### src/rtl/lc3_mem_arbiter.sv
// LC3 memory arbiter: shares one single-port memory between the instruction
// fetch port and the data port. Data accesses win by default, but a burst
// counter forces a waiting fetch through after MAX_DATA_BURST data grants.
// A watchdog aborts any access whose memory acknowledge never arrives.
module lc3_mem_arbiter #(
  parameter int MAX_DATA_BURST = 4,
  parameter int TIMEOUT        = 1000,
  parameter int ADDR_W         = 16,
  parameter int DATA_W         = 16
) (
  input  logic              clock,
  input  logic              reset,
  input  logic              instrmem_rd,
  input  logic [ADDR_W-1:0] pc,
  output logic [DATA_W-1:0] Instr_dout,
  output logic              complete_instr,
  input  logic              data_req,
  input  logic              Data_rd,
  input  logic [ADDR_W-1:0] Data_addr,
  input  logic [DATA_W-1:0] Data_din,
  output logic [DATA_W-1:0] Data_dout,
  output logic              complete_data,
  output logic              mem_req,
  output logic              mem_we,
  output logic [ADDR_W-1:0] mem_addr,
  output logic [DATA_W-1:0] mem_wdata,
  input  logic [DATA_W-1:0] mem_rdata,
  input  logic              mem_ack,
  output logic              timeout_err
);

  localparam int BURST_W = (MAX_DATA_BURST > 0) ? $clog2(MAX_DATA_BURST + 1) : 1;
  localparam int WDOG_W  = (TIMEOUT > 1) ? $clog2(TIMEOUT) : 1;
  localparam logic [BURST_W-1:0] BURST_MAX = BURST_W'(MAX_DATA_BURST);
  localparam logic [WDOG_W-1:0]  WDOG_LAST = WDOG_W'(TIMEOUT - 1);

  typedef enum logic [1:0] {IDLE, INSTR, DATA, DONE} state_t;

  state_t              state;
  logic [BURST_W-1:0]  burst;
  logic [WDOG_W-1:0]   wdog;

  logic                in_access;
  logic                access_end;
  logic                data_grant;
  logic                instr_grant;
  logic [DATA_W-1:0]   ret_data;

  // Grant decision and access termination (ack or watchdog expiry); an
  // aborted access returns zero instead of whatever is on mem_rdata.
  always_comb begin
    in_access   = (state == INSTR) || (state == DATA);
    access_end  = in_access && (mem_ack || (wdog == WDOG_LAST));
    data_grant  = (state == IDLE) && data_req && !((burst == BURST_MAX) && instrmem_rd);
    instr_grant = (state == IDLE) && instrmem_rd && !data_grant;
    ret_data    = mem_ack ? mem_rdata : '0;
  end

  // Main sequencer: grants in IDLE, waits for ack or timeout, then one DONE cycle.
  always_ff @(posedge clock or negedge reset) begin
    if (!reset) begin
      state          <= IDLE;
      burst          <= '0;
      wdog           <= '0;
      mem_req        <= 1'b0;
      mem_we         <= 1'b0;
      mem_addr       <= '0;
      mem_wdata      <= '0;
      Instr_dout     <= '0;
      Data_dout      <= '0;
      complete_instr <= 1'b0;
      complete_data  <= 1'b0;
      timeout_err    <= 1'b0;
    end else begin
      complete_instr <= 1'b0;
      complete_data  <= 1'b0;
      case (state)
        IDLE: begin
          if (data_grant) begin
            state     <= DATA;
            mem_req   <= 1'b1;
            mem_addr  <= Data_addr;
            mem_we    <= ~Data_rd;
            mem_wdata <= Data_rd ? '0 : Data_din;
            wdog      <= '0;
            if (instrmem_rd) begin
              if (burst != BURST_MAX) burst <= burst + BURST_W'(1);
            end else begin
              burst <= '0;
            end
          end else if (instr_grant) begin
            state     <= INSTR;
            mem_req   <= 1'b1;
            mem_addr  <= pc;
            mem_we    <= 1'b0;
            mem_wdata <= '0;
            wdog      <= '0;
            burst     <= '0;
          end
        end
        INSTR, DATA: begin
          if (access_end) begin
            state   <= DONE;
            mem_req <= 1'b0;
            mem_we  <= 1'b0;
            wdog    <= '0;
            if (!mem_ack) timeout_err <= 1'b1;
            if (state == INSTR) begin
              Instr_dout     <= ret_data;
              complete_instr <= 1'b1;
            end else begin
              if (!mem_we) Data_dout <= ret_data;
              complete_data <= 1'b1;
            end
          end else begin
            wdog <= wdog + WDOG_W'(1);
          end
        end
        DONE: begin
          state <= IDLE;
        end
        default: begin
          state <= IDLE;
        end
      endcase
    end
  end

endmodule

### config.mk
export PLATFORM = sky130hd
export DESIGN_NAME = lc3_mem_arbiter
export DESIGN_NICKNAME = d
export VERILOG_FILES = /design/src/rtl/lc3_mem_arbiter.sv
export SDC_FILE = /design/constraint.sdc
export NUM_CORES = 1
export LEC_CHECK = 0
export BUFFER_PORTS_ARGS = -buffer_cell sky130_fd_sc_hd__buf_2
export CAP_MARGIN = 20
export CORE_ASPECT_RATIO = 0.7
export CORE_UTILIZATION = 40
export DETAILED_ROUTE_END_ITERATION = 8
export PLACE_DENSITY = 0.79
export SLEW_MARGIN = 40
export SYNTH_ARGS = -nofsm -noshare
export SYNTH_HDL_FRONTEND = slang
export SYNTH_SLANG_ARGS = --single-unit
export TNS_END_PERCENT = 10
### constraint.sdc
create_clock -name clock -period 3.9 [get_ports clock]
set_input_delay 0.78 -clock clock [delete_from_list [all_inputs] [get_ports clock]]
set_output_delay 0.78 -clock clock [all_outputs]
set_load 0.01 [all_outputs]
==> results.py <==
metrics = {
    "routing": {
        "detail_route.wl_per_cell_um": 14.7,
        "post-route-drc-count": 0,
        "first_iter_violations": 200,
        "num_vias": 2804,
        "route.antenna.remaining_nets": 0,
        "dr.pass1.iters": 4,
        "drt-vias-per-instance": 5.10,
        "wl_um": 8110,
    },
    "placed_design": {
        "pre_cts_ws_ps": 1700,
        "finalWeightedCongestion": 0.756,
        "placed_cell_area_um2": 4300,
        "hpwl_um": 5750,
        "dp_cells": 533,
        "port_buffers": 138,
    },
    "power": {
        "finalPower_mw": 3.82,
        "p_per_area_nw_per_um2": 825,
        "power.leakage_nw": 2.36,
        "irDropWorstVdd_uv": 371,
    },
    "cells_and_area": {
        "fin_area_um2": 4640,
        "fin_util": 0.549,
        "nets": 500,
        "final_common_cell": "buf_2",
        "layout.cells.non_filler": 550,
        "diodes": 0,
        "layout_common_cells": "buf_2 (137), dfrtp_1 (84), a22o_1 (50)",
        "area_growth_pct": 33.4,
        "drive_gt1_frac": 0.386,
    },
    "setup_path": {
        "startpoint_type": "register",
        "path_max_fanout": 18,
        "rr_worst_depth": 8,
        "critPathCaptureType": "register",
        "reg2reg_slack_ps": 1790,
        "critPathKind": "register to register",
        "startpoint": "state[0]",
        "cp.arrival_ps": 2370,
        "crit_required_ps": 4160,
        "endpoint": "mem_wdata[7]",
        "r2r_start": "state[0]",
        "reg2reg_to": "mem_wdata[7]",
    },
    "sta": {
        "fin_crit_sh": 0.541,
        "max_freq_mhz": 474,
        "whs_ps": 334,
        "skew_ps": 8.08,
        "worst_slew_margin_rel": 0.529,
        "slew_violations": 0,
        "finalSetupViolCount": 0,
        "tightest_slew_ps": 702,
        "finalHoldViolations": 0,
        "rsz0062_at_grt": "false",
        "finalSetupTns_ps": 0,
        "setup_slack_ps": 1790,
        "fin_crit_ps": 2110,
    },
    "global_routing": {
        "grt_start_max_net_pins": 85,
        "grt_pass1_wl_um": 13000,
        "grt_usage": 0.186,
        "grt_pass1_vias": 2694,
        "grtUsageMet2": 0.306,
        "top_usage_layer": "met2",
        "grt-ovfl-total": 0,
        "use_met1": 0.241,
        "use_met3": 0.0554,
        "antenna_found_initial": 0,
    },
    "clocking": {
        "h-tree-depth": 3,
        "path_clk_slew_ps": 60,
        "post-cts-setup-buffers": 0,
        "cts_buffers": 9,
        "ctsResizeCount": 0,
        "clk_latency_ps": 330,
        "root_buffer": "clkbuf_16",
        "clockBufferDepth": 2,
        "cts_tree": "yes",
        "postCtsHoldBufs": 0,
        "clock_sinks": 84,
    },
    "synth": {
        "ys_seq_area_frac": 0.605,
        "synth_edf_count": 0,
        "syn_inst": 289,
        "ys_warn_count": 0,
        "syn_nets": 364,
        "ys_seq_elements": 84,
        "synthFlopType": "dfrtp_1",
        "syn_avg_cell_area_um2": 12.0,
        "ys_types": 39,
        "async_flop_share": 1.00,
        "synth_area_um2": 3480,
    },
    "worst_hold_path": {
        "hold_class": "primary input to async pin",
    },
    "die": {
        "fp.dieW_um": 113,
        "pin_count": 139,
        "initial_core_util": 0.412,
        "fp.dieArea_um2": 9080,
        "core-area_um2": 8440,
        "fp.dieH_um": 80.0,
        "rows": 28,
    },
    "job": {
        "cap_violations": 0,
    },
    "status": {
        "outcome": "completed",
    },
}
## critical path, stage by stage, from the launching register on
cell,delay [ps]
dfrtp_1,400
inv_1,80
ha_1,320
nand2_1,120
a31oi_2,210
buf_4,330
nor2b_1,180
buf_4,230
a22o_1,180
## routing by layer
metal	up-vias	wire length, um	share of wire
li1	1319	-	-
met1	1365	3800	0.47
met2	116	3780	0.47
met3	4	495	0.061
met4	0	34	0.0042
met5	-	0	0
## worst min-delay path by stage
stage                 start  depth (start not counted)            end
4_1_cts        mem_addr[12]                          2   mem_addr[12]
6_report              reset                          1   Data_dout[1]
5_1_grt               reset                          1  complete_data
3_3_place_gp    mem_addr[9]                          2    mem_addr[9]
3_5_place_dp   mem_addr[12]                          2   mem_addr[12]
2_1_floorplan         reset                          0   Data_dout[0]
## sequential cells by signal (all words and copies together), names as in the netlist, 2 cells and up
signal and cells:
mem_wdata 16, burst 3, state 2, Instr_dout 16, Data_dout 16, mem_addr 16
wdog 10
## synth_stat cells (2+ instances only)
cell type / n / area share
or4_1: 2 / 0.0043
dfrtp_1: 84 / 0.60
o21ai_0: 22 / 0.032
a22o_1: 50 / 0.13
nand3_1: 3 / 0.0043
a21oi_1: 2 / 0.0029
xnor2_1: 6 / 0.015
clkbuf_1: 7 / 0.0076
nor4_1: 3 / 0.0054
nor2_1: 9 / 0.0097
buf_2: 7 / 0.010
nand2_1: 32 / 0.035
inv_1: 10 / 0.011
mux2i_1: 16 / 0.046
o211ai_1: 2 / 0.0043
nor3_1: 3 / 0.0043
ha_1: 5 / 0.018
nor2b_1: 4 / 0.0072
buf_4: 2 / 0.0043
## final cells by class
cell class | instances | area, um^2
clock buffers | 10 | 239
clock inverters | 6 | 71.3
fillers | 703 | 3810
inverters | 10 | 37.5
multi-input cells | 178 | 1290
flip-flops and latches | 84 | 2100
well taps | 120 | 150
repair buffers | 142 | 747
## kinds of logic after synthesis
| kind of cell | after synthesis | share of synthesized area |
|---|---|---|
| flops | 84 | 0.605 |
| fa+ha+maj | 5 | 0.0180 |
| xor+xnor | 6 | 0.0151 |
| buf+inv | 27 | 0.0342 |
| simple gates | 66 | 0.0964 |
| mux | 16 | 0.0461 |
| compound gates | 85 | 0.186 |
## report_power, final
| group | leakage [nW] | switching, mW | total (mW) | internal, mW |
|---|---|---|---|---|
| Clock | 0.146 | 0.344 | 0.863 | 0.519 |
| Combinational | 1.14 | 0.844 | 1.51 | 0.663 |
| Sequential | 1.08 | 0.216 | 1.45 | 1.24 |
| Total | 2.36 | 1.40 | 3.82 | 2.42 |
No activity file was read; power rests on OpenSTA's default activity.
